### src/rtl/stream_fifo.sv
// ---------------------------------------------------------------------------
// stream_fifo
//
// Single-clock stream FIFO with valid/ready handshakes on both sides.
//
// Storage is split in two stages:
//   - a RAM of DEPTH = 2**ADDR_LENGTH words, addressed by wrapping pointers;
//   - a registered show-ahead output stage that presents the head word.
// Total capacity is DEPTH + 1 words.
//
// count reports the words held in both stages. almost_full and almost_empty
// are thresholds on count, intended for upstream flow control.
//
// Optional feature macro: STREAM_FIFO_FLUSH_EN
//   When defined, a 'flush' input is added. A flush empties the FIFO the way
//   reset does, but leaves out_data untouched.
//
// Reset: 'reset' is synchronous and active-high. The clock is 'clk'.
// ---------------------------------------------------------------------------
module stream_fifo #(
  parameter int ADDR_LENGTH = 4,
  parameter int WORD_LENGTH = 8,
  parameter int AF_LEVEL    = (2 ** ADDR_LENGTH) - 2,
  parameter int AE_LEVEL    = 1
) (
  input  logic                   clk,
  input  logic                   reset,
  // Producer side
  input  logic [WORD_LENGTH-1:0] in_data,
  input  logic                   in_valid,
  output logic                   in_ready,
  // Consumer side
  output logic [WORD_LENGTH-1:0] out_data,
  output logic                   out_valid,
  input  logic                   out_ready,
`ifdef STREAM_FIFO_FLUSH_EN
  input  logic                   flush,
`endif
  // Fill level
  output logic [ADDR_LENGTH+1:0] count,
  output logic                   almost_full,
  output logic                   almost_empty
);

  localparam int DEPTH = 2 ** ADDR_LENGTH;

  // Thresholds sized to the counters they are compared against.
  localparam logic [ADDR_LENGTH:0]   DEPTH_C = DEPTH[ADDR_LENGTH:0];
  localparam logic [ADDR_LENGTH+1:0] AF_TH   = AF_LEVEL[ADDR_LENGTH+1:0];
  localparam logic [ADDR_LENGTH+1:0] AE_TH   = AE_LEVEL[ADDR_LENGTH+1:0];

  // ------------------------------------------------------------------------
  // State
  // ------------------------------------------------------------------------
  logic [WORD_LENGTH-1:0] mem [DEPTH];
  logic [ADDR_LENGTH-1:0] wr_ptr;
  logic [ADDR_LENGTH-1:0] rd_ptr;
  logic [ADDR_LENGTH:0]   ram_count;       // 0..DEPTH words held in RAM
  logic [ADDR_LENGTH:0]   ram_count_next;

  // ------------------------------------------------------------------------
  // Handshake decode
  // ------------------------------------------------------------------------
  logic push;       // word accepted from the producer this edge
  logic pop;        // word released to the consumer this edge
  logic refill;     // RAM head moves into the output register this edge
  logic ram_empty;
  logic ram_full;
  logic clear;      // flush request; empties both stages, keeps out_data

`ifdef STREAM_FIFO_FLUSH_EN
  assign clear = flush;
`else
  assign clear = 1'b0;
`endif

  // Full/empty come from the occupancy counter. The pointers alone cannot
  // tell a full RAM from an empty one because they wrap modulo DEPTH.
  assign ram_empty = (ram_count == '0);
  assign ram_full  = (ram_count == DEPTH_C);

  // in_ready depends only on registers, so it never depends on in_valid.
  assign in_ready  = !ram_full;

  assign push   = in_valid  && in_ready;
  assign pop    = out_valid && out_ready;

  // Show-ahead refill: the output register takes the RAM head whenever it is
  // empty or its word is leaving. A word pushed into an empty RAM is visible
  // to this logic one edge later, because there is no bypass path.
  assign refill = !ram_empty && (!out_valid || pop);

  // ------------------------------------------------------------------------
  // RAM occupancy arithmetic: +1 on push, -1 on refill, net 0 when both occur
  // ------------------------------------------------------------------------
  // Next RAM occupancy from this edge's push and refill decisions.
  always_comb begin
    // NOTE: give every always_comb output a value before any branch. A path
    // that leaves it unassigned infers a latch.
    ram_count_next = ram_count;
    unique case ({push, refill})
      2'b10:   ram_count_next = ram_count + 1'b1;
      2'b01:   ram_count_next = ram_count - 1'b1;
      default: ram_count_next = ram_count;
    endcase
  end

  // ------------------------------------------------------------------------
  // RAM write port
  // ------------------------------------------------------------------------
  // Write the accepted word at the tail. Writes are dropped during reset or
  // flush so that discarded words never land in storage.
  always_ff @(posedge clk) begin
    // NOTE: the storage array has no reset. Its contents are never seen
    // before they are written, so clearing it would only add logic.
    if (push && !reset && !clear) begin
      mem[wr_ptr] <= in_data;
    end
  end

  // ------------------------------------------------------------------------
  // Pointers and occupancy
  // ------------------------------------------------------------------------
  // Advance the wrapping pointers and update the occupancy. Reset and flush
  // both return them to zero.
  always_ff @(posedge clk) begin
    // NOTE: sequential state uses non-blocking assignments, so every register
    // samples values from before the edge no matter how the code is ordered.
    if (reset || clear) begin
      wr_ptr    <= '0;
      rd_ptr    <= '0;
      ram_count <= '0;
    end else begin
      if (push) begin
        wr_ptr <= wr_ptr + ADDR_LENGTH'(1);
      end
      if (refill) begin
        rd_ptr <= rd_ptr + ADDR_LENGTH'(1);
      end
      ram_count <= ram_count_next;
    end
  end

  // ------------------------------------------------------------------------
  // Output stage
  // ------------------------------------------------------------------------
  // Output valid: set by a refill, cleared by a pop that finds the RAM
  // empty, and held otherwise.
  always_ff @(posedge clk) begin
    if (reset || clear) begin
      out_valid <= 1'b0;
    end else if (refill) begin
      out_valid <= 1'b1;
    end else if (pop) begin
      out_valid <= 1'b0;
    end
  end

  // Output data: loads only on a refill. It is therefore stable while a word
  // waits to be popped. Reset clears it; flush leaves it alone.
  always_ff @(posedge clk) begin
    if (reset) begin
      out_data <= '0;
    end else if (refill && !clear) begin
      out_data <= mem[rd_ptr];
    end
  end

  // ------------------------------------------------------------------------
  // Fill level and flags (combinational from registers)
  // ------------------------------------------------------------------------
  assign count        = {1'b0, ram_count} + {{(ADDR_LENGTH+1){1'b0}}, out_valid};
  assign almost_full  = (count >= AF_TH);
  assign almost_empty = (count <= AE_TH);

endmodule

### config.mk
export PLATFORM = sky130hd
export DESIGN_NAME = stream_fifo
export DESIGN_NICKNAME = d
export VERILOG_FILES = /design/src/rtl/stream_fifo.sv
export SDC_FILE = /design/constraint.sdc
export NUM_CORES = 1
export LEC_CHECK = 0
export CAP_MARGIN = 10
export CORE_MARGIN = 5
export CORE_UTILIZATION = 60
export DETAILED_ROUTE_END_ITERATION = 10
export PLACE_DENSITY_LB_ADDON = 0.12
export RECOVER_POWER = 100
export SYNTH_ARGS = -nofsm -noshare
export SYNTH_HDL_FRONTEND = slang
export SYNTH_SLANG_ARGS = --single-unit
### constraint.sdc
create_clock -name clk -period 3.85 [get_ports clk]
set_clock_uncertainty 0.2 [all_clocks]
set_input_delay 0.77 -clock clk [delete_from_list [all_inputs] [get_ports clk]]
set_output_delay 0.77 -clock clk [all_outputs]
set_load 0.03 [all_outputs]
Word-level counts from Yosys, hierarchy flattened
Memory sizes are Yosys's and may differ from the RTL's. A register that Yosys moved wholly into a read port is not among the register bits.
Index checks and enable logic that the tools add are counted.
Cells by class
  $add $sub $neg: 5
  magnitude comparators: 2
  eq/ne operators: 3
  muxes and demuxes: 5
  reduce and logical (&&, ||, !) cells: 12
Operator list (count)
  one-hot mux 5 bit (2 select lines): 1
  adder 4 x 1 -> 4 bit (second input constant): 2
  adder 5 x 1 -> 6 bit: 1
  greater-or-equal comparator 6 x 4 -> 1 bit (second input constant): 1
  <= comparator 6 x 1 -> 1 bit (second input constant): 1
  adder 5 x 1 -> 5 bit (second input constant): 1
  equality test 5 bit (second input constant): 1
  zero test 5 bit: 1
  subtractor 5 x 1 -> 5 bit (second input constant): 1
  logical AND 1 bit: 4
  zero test 1 bit: 4
  two-way mux 1 bit: 4
  nonzero test 2 bit: 2
  equality test 2 x 1 -> 1 bit (second input constant): 1
  equality test 2 bit (second input constant): 1
  logical OR 1 bit: 1
Storage, ports and cells
  flip-flop bits (word level): 14
  RAM bits: 128
  input port bits: 12
  output and inout bits: 18
  memories kept: 1
Memory list
  mem: words 16, bits a word 8, read ports 1, clocked after Yosys merged registers in 1, write ports 1, line 55  | logic [WORD_LENGTH-1:0] mem [DEPTH];

Logic depth before layout (Yosys ltp)
Gate-level depths: netlist of run 1.
  depth in word-level cells: 6
  depth in mapped cells: 11
  gate-level depth less buffers: 11

Worst setup path before layout of run 1
OpenSTA, ideal clock, no wires.
  path type: register to output
  start point: reg out_valid
  end point: out almost_empty
  arrival: 2217 ps
  data required time: 2880 ps
  setup slack: 663 ps
  cell stages (with the launch flop): 6
  path buffers: 0
  cell sequence: dfxtp_1 ha_1 nand3_1 xnor2_1 or3_1 nor3_1
On the way
  cells in the longest elaborated chain, start to end: 2
RTL lines
  start: declaration: line 34  | output logic out_valid,
  start signal: assignment: line 151  | out_valid <= 1'b0;
  start signal: assignment: line 153  | out_valid <= 1'b1;
  start signal: assignment: line 155  | out_valid <= 1'b0;
  adder 5 x 1 -> 6 bit: line 172  | assign count = {1'b0, ram_count} + {{(ADDR_LENGTH+1){1'b0}}, out_valid};
  named net count[3]: line 40  | output logic [ADDR_LENGTH+1:0] count,
  <= comparator 6 x 1 -> 1 bit: line 174  | assign almost_empty = (count <= AE_TH);
  end: declaration: line 42  | output logic almost_empty
The timed path passes the listed nets, and every way through them passes these cells.

Worst setup path after layout of run 1
  start point: reg ram_count[0]
  end point: out almost_empty
On the way
  cells in the longest elaborated chain, start to end: 2
RTL lines
  start: declaration: line 58  | logic [ADDR_LENGTH:0] ram_count;
  start signal: assignment: line 140  | ram_count <= ram_count_next;
  adder 5 x 1 -> 6 bit: line 172
  <= comparator 6 x 1 -> 1 bit: line 174
Every way passes these cells.

==> out/metrics.csv, run 1 <==
metric,value,unit
Internal Power,3.35,mW
Critical Path AT,2.67,ns
"Cell Area, Placed",6600,µm²
vias in the first global route,3441,
total wire length,12200,µm
Vert. Die Dim,111,µm
setup ws final,0.213,ns
Clock Sinks,150,
fmax,0.275,GHz
final hold vios,0,
1st-iter DRT viols,245,
sequential share of power,41.1,%
wire length per cell,21.4,µm
switching pwr,1.35,mW
post-synth top area share,62.6,%
Post-Syn Nets,401,
main flop type after synthesis,edfxtp_1,
CTS root buf,clkbuf_8,
CTS resizes,0,
total number of vias,3306,
GRT Total Usage,21.2,%
area taken by multi-input logic gates,1700,µm²
routing usage on met1,29.2,%
hold_buf cts,0,
slew of the pin with the lowest slew margin,1.38,ns
vias per inst,5.81,
DRC,0,
final worst-path cycle share,94.5,%
leakage power,2.32,nW
synthesis-to-finish area growth,16.3,%
Die Area,12400,µm²
clock power share,35.4,%
Worst EP required,2.88,ns
async set-or-reset flop fraction in the synthesized netlist,0,%
Mapped Cells,377,
total power,4.70,mW
post-detail-place hpwl,7780,µm
Crit Path Max Fanout,6,
pin count of the biggest net entering global routing,26,
clock slew at reported path FFs,0.06,ns
share of layout cells above drive strength 1,14.5,%
first-pass GRT wire length,19500,µm
Worst Setup Path Type,reg -> out,
crit path launch type,register,
Final ANT Viol Nets,0,
unrepaired setup endpoints after global routing,no,
Max H-tree Level,4,
Pre-antenna DRT Iters,5,
Initial Util,60.6,%
setup bufs post-CTS,0,
Most Crowded Layer GR,met2,
Comb pwr share,23.5,%
Port Buf Inserts,29,
TNS Setup,0,ns
most frequent cells in the layout,"128 x edfxtp_1, 51 x nor2_1, 34 x mux2i_1, 27 x dlygate4sd3_1, 22 x dfxtp_1",
Worst Hold Class,reg -> reg,
"top cells by area, synth","edfxtp_1 63%, dfxtp_1 7.2%, mux4_2 5.9%, mux2i_1 5.5%, nor2_1 3.1%",
Yosys reg bits,150,
number of synthesized flops with an enable pin,128,
sequential fraction of the synthesis area,69.8,%
Slew headroom,8.06,%
post-route cell area,7140,µm²
"Cell Area, Synth",6140,µm²
max-slew violations,0,
CTS buffer count,17,
PD cells,657,nW/µm²
Max Cap Viol,0,
routing usage on met3,6.33,%
fillers,677,
Skew-Pair Late Insertion Delay,0.53,ns
Yosys Warn Count,0,
Net Sw Frac,28.8,%
"most common cell after layout, fill and taps aside",edfxtp_1,
"Setup violations, final",0,
average size of a mapped cell,16.3,µm²
initial antenna violation count,0,
row cnt,37,
Setup crit end kind,primary output,
# IOs,30,
post-synth top area cell,edfxtp_1,
worst ir drop on vdd,0.368,mV
GRT met2 Usage,32.6,%
minimum clock period,3.64,ns
status,"finished, final reports clean",
die extent in x,111,µm
number of antenna diodes,0,
final net count,444,
Cell variety after synth,40,
register area,4280,µm²
core area,10100,µm²
CTS tree,yes,
gpl congestion,0.795,
total global routing overflow,0,
Place WS,0.345,ns
Max clock buf depth,2,
## flip-flops by register name, summed over array words and instances, names as in the netlist
register,count
ram_count,5
mem,128
out_valid,1
wr_ptr,4
out_data,8
rd_ptr,4
## metrics by stage
step	util [%]	hold slack, ns	instances
detailed placement	65.1	0.330	537
global placement	65.1	0.323	537
finish	70.5	0.341	569
floorplan	-	0.330	377
global route	70.5	0.363	569
CTS	71.0	0.348	569
## cell type report
cell class / count / area share (%)
Clock buffer: 17 / 5.80
Clock inverter: 15 / 2.61
Inverter: 7 / 0.368
Multi-Input combinational cell: 200 / 23.8
Sequential cell: 150 / 60.0
Tap cell: 136 / 2.38
Timing Repair Buffer: 44 / 5.06
## power by group through the flow
stage | Sequential [mW] | Combinational (mW) | Clock (mW)
finish | 1.93 | 1.11 | 1.66
global route | 1.94 | 1.20 | 1.77
global placement | 1.96 | 1.12 | 0
floorplan | 2.00 | 0.801 | 0
detailed placement | 1.96 | 1.15 | 0
CTS | 1.93 | 1.16 | 1.68
## worst paths after layout
kind | startpoint | end | slack [ns] | cells past startpoint
max | ram_count[0] | almost_empty | 0.21 | 6
min | out_data[5] | out_data[5] | 0.34 | 2
max reg2reg | rd_ptr[2] | out_data[4] | 0.62 | 5
min reg2reg | out_data[5] | out_data[5] | 0.34 | 2
## routing by layer
metal	vias to the layer above	wire length (µm)
li1	1543	-
met3	19	750
met1	1634	5260
met2	110	5910
met5	-	0
met4	0	238
## worst max-delay path: stages (launching register included)
cell             delay [ns]
dfxtp_1                0.43
ha_1                   0.23
nand3_1                0.12
xnor2_1                0.19
or3_1                  0.35
nor3_1                 0.13
clkdlybuf4s50_1        0.69
## synthesized netlist by cell type (all sizes together), types with 2 or more instances
library cell / n
or3b: 2
nand3: 4
nor2b: 5
xnor2: 5
a22oi: 8
nor3: 2
xor2: 6
nand2: 9
dfxtp: 22
inv: 7
nand4: 2
clkbuf: 5
nand3b: 2
edfxtp: 128
mux4: 16
buf: 15
or3: 3
o22ai: 16
nor2: 51
mux2i: 34
ha: 11
a21oi: 6
a311oi: 8
## cell families (layout without fill, tap and decap cells)
logic type      count (synthesis)  count (layout)  synth area share [%]
fa+ha+maj                      12              12                  2.57
simple gates                   83              83                  6.21
xor+xnor                       11              11                  1.69
flops                         150             150                  69.8
buf+inv                        27              83                  2.30
mux                            51              51                  11.6
compound gates                 43              43                  5.87
Power figures use the tool's default switching activity.
==> inputs of run 2 (changes only) <==
--- a/config.mk
+++ b/config.mk
@@ -9,6 +9,7 @@
 export CORE_MARGIN = 5
 export CORE_UTILIZATION = 60
 export DETAILED_ROUTE_END_ITERATION = 10
+export HOLD_SLACK_MARGIN = 0.12
 export PLACE_DENSITY_LB_ADDON = 0.12
 export RECOVER_POWER = 100
 export SYNTH_ARGS = -nofsm -noshare
==> results of run 2 <==
Same layout as run 1: the final DEF is identical, and so are final timing and power.
==> inputs of run 3 (changes only) <==
--- a/config.mk
+++ b/config.mk
@@ -6,7 +6,7 @@
 export NUM_CORES = 1
 export LEC_CHECK = 0
 export CAP_MARGIN = 10
-export CORE_MARGIN = 5
+export CORE_MARGIN = 2
 export CORE_UTILIZATION = 60
 export DETAILED_ROUTE_END_ITERATION = 10
 export HOLD_SLACK_MARGIN = 0.12
==> run 3 against run 2 <==
Against the previous run:
- global-route usage up 2.2 points
- clock-buffer cell count grew 1
- via count rose by 1.2%
- sequential cell count unchanged
- non-clock buffer count grew 5
- final area grew 0.28%
- sequential power is essentially flat
- die area decreased by 11%
- first-iteration DRC count down 24%
- sequential share of layout area is 0.15 points lower
==> out/metrics.csv, run 3 (synthesis gave the netlist of run 1 again) <==
metric,value,unit,change
Slew headroom,40.7,%,+33 points
status,"finished, final reports clean",,
Vert. Die Dim,105,µm,-5.4%
final net count,449,,+1.1%
1st-iter DRT viols,187,,-24%
die extent in x,105,µm,-5.4%
clock slew at reported path FFs,0.06,ns,about the same
area taken by multi-input logic gates,1710,µm²,+0.59%
Final ANT Viol Nets,0,,unchanged
CTS root buf,clkbuf_8,,
Crit Path Max Fanout,6,,unchanged
slew of the pin with the lowest slew margin,0.888,ns,-0.489 ns
total global routing overflow,0,,unchanged
total power,4.66,mW,-0.71%
hold_buf cts,0,,unchanged
worst ir drop on vdd,0.422,mV,+15%
vias in the first global route,3374,,-1.9%
Die Area,11100,µm²,-11%
Clock Sinks,150,,unchanged
core area,9860,µm²,-2.7%
unrepaired setup endpoints after global routing,no,,
crit path launch type,register,,
Biggest register,mem,,
fin util,72.6,%,+2.2 points
first-pass GRT wire length,18600,µm,-4.7%
Largest regs,"mem (128), out_data (8), ram_count (5)",,
"Setup violations, final",0,,unchanged
row cnt,36,,-2.7%
post-route cell area,7160,µm²,+0.28%
Final Non-Filler Cells,571,,+0.35%
gpl congestion,0.819,,+3.0%
DP Cell Count,539,,+0.37%
Worst Hold Class,reg -> reg,,
fillers,620,,-8.4%
Max Cap Viol,0,,unchanged
fmax,0.275,GHz,about the same
final hold vios,0,,unchanged
leakage power,2.32,nW,about the same
Critical Path AT,2.67,ns,about the same
synthesis-to-finish area growth,16.7,%,
initial antenna violation count,0,,unchanged
most frequent cells in the layout,"128 x edfxtp_1, 51 x nor2_1, 34 x mux2i_1, 26 x dlygate4sd3_1, 21 x dfxtp_1",,
post-detail-place hpwl,7770,µm,-0.17%
setup bufs post-CTS,0,,unchanged
wire length per cell,20.9,µm,-2.1%
vias per inst,5.86,,+0.89%
"Cell Area, Placed",6630,µm²,+0.51%
Skew-Pair Late Insertion Delay,0.52,ns,about the same
register area,4290,µm²,about the same
Worst EP required,2.88,ns,about the same
pin count of the biggest net entering global routing,31,,+19%
# IOs,30,,unchanged
max FFs per register,128,,unchanged
CTS resizes,0,,unchanged
minimum clock period,3.64,ns,+0.00207 ns
Worst Setup Path Type,reg -> out,,
Pre-antenna DRT Iters,4,,-1
CTS tree,yes,,
Setup crit end kind,primary output,,
max-slew violations,0,,unchanged
Reg2Reg Setup Slack,0.69,ns,+0.07 ns
total wire length,12000,µm,-1.7%
final worst-path cycle share,94.5,%,about the same
"most common cell after layout, fill and taps aside",edfxtp_1,,
total number of vias,3347,,+1.2%
share of layout cells above drive strength 1,15.1,%,+0.52 points
CTS buffer count,17,,unchanged
PD cells,651,nW/µm²,-0.99%
Max H-tree Level,4,,unchanged
DRC,0,,unchanged
Max clock buf depth,2,,unchanged
Port Buf Inserts,29,,unchanged
Initial Util,62.3,%,+1.7 points
TNS Setup,0,ns,unchanged
number of antenna diodes,0,,unchanged
GRT Total Usage,23.4,%,+2.2 points
[run 3: changes by cell type in the layout (fill, tap and decap cells not counted), sizes merged]
cell           previous run  this run
bufinv                    4         3
clkbuf                   28        34
clkdlybuf4s50             2         3
clkinv                    7         4
dlygate4sd3              27        26
inv                       7        10
[run 3: worst max-delay path: stages (launching register included)]
cell	delay (ns)
dfxtp_1	0.43
ha_1	0.23
nand3_1	0.12
xnor2_1	0.18
or3_1	0.36
nor3_1	0.14
clkdlybuf4s50_1	0.69
[run 3: area by class of cell]
cell class              instances  share of cell area, %
well taps                     133                   2.32
flip-flops and latches        150                   59.8
clock buffers                  18                   5.83
multi-input cells             200                   23.9
clock inverters                14                   2.46
inverters                       7                  0.367
repair buffers                 49                   5.31
[run 3: worst paths after layout]
| check | depth (start not counted) | from | end |
|---|---|---|---|
| worst min register to register | 2 | out_data[6] | out_data[6] |
| worst min-delay path | 2 | out_data[6] | out_data[6] |
| worst max-delay path | 6 | ram_count[0] | almost_empty |
| worst max register to register | 9 | ram_count[1] | ram_count[4] |
[run 3: power breakdown]
part           total (mW)  leakage, nW  internal, mW  switching [mW]
Combinational        1.08        0.713         0.457           0.619
Sequential           1.96         1.33          1.85           0.112
Clock                1.63        0.276         0.993           0.635
[run 3: stage by stage]
| step | worst slack, ns | hold slack [ns] |
|---|---|---|
| 2_1_floorplan | 0.663 | 0.330 |
| 3_3_place_gp | 0.438 | 0.319 |
| 3_5_place_dp | 0.366 | 0.327 |
| 4_1_cts | 0.176 | 0.335 |
| 5_1_grt | 0.0279 | 0.350 |
| 6_report | 0.211 | 0.328 |
[run 3: per-layer routing]
metal  global-route usage, %  wire length (µm)  vias up
met1                    32.2              4920     1680
met3                    5.80               800       11
met2                    37.6              6110      103
met4                    6.67               122        0
met5                       0                 0        -
li1                        -                 -     1553
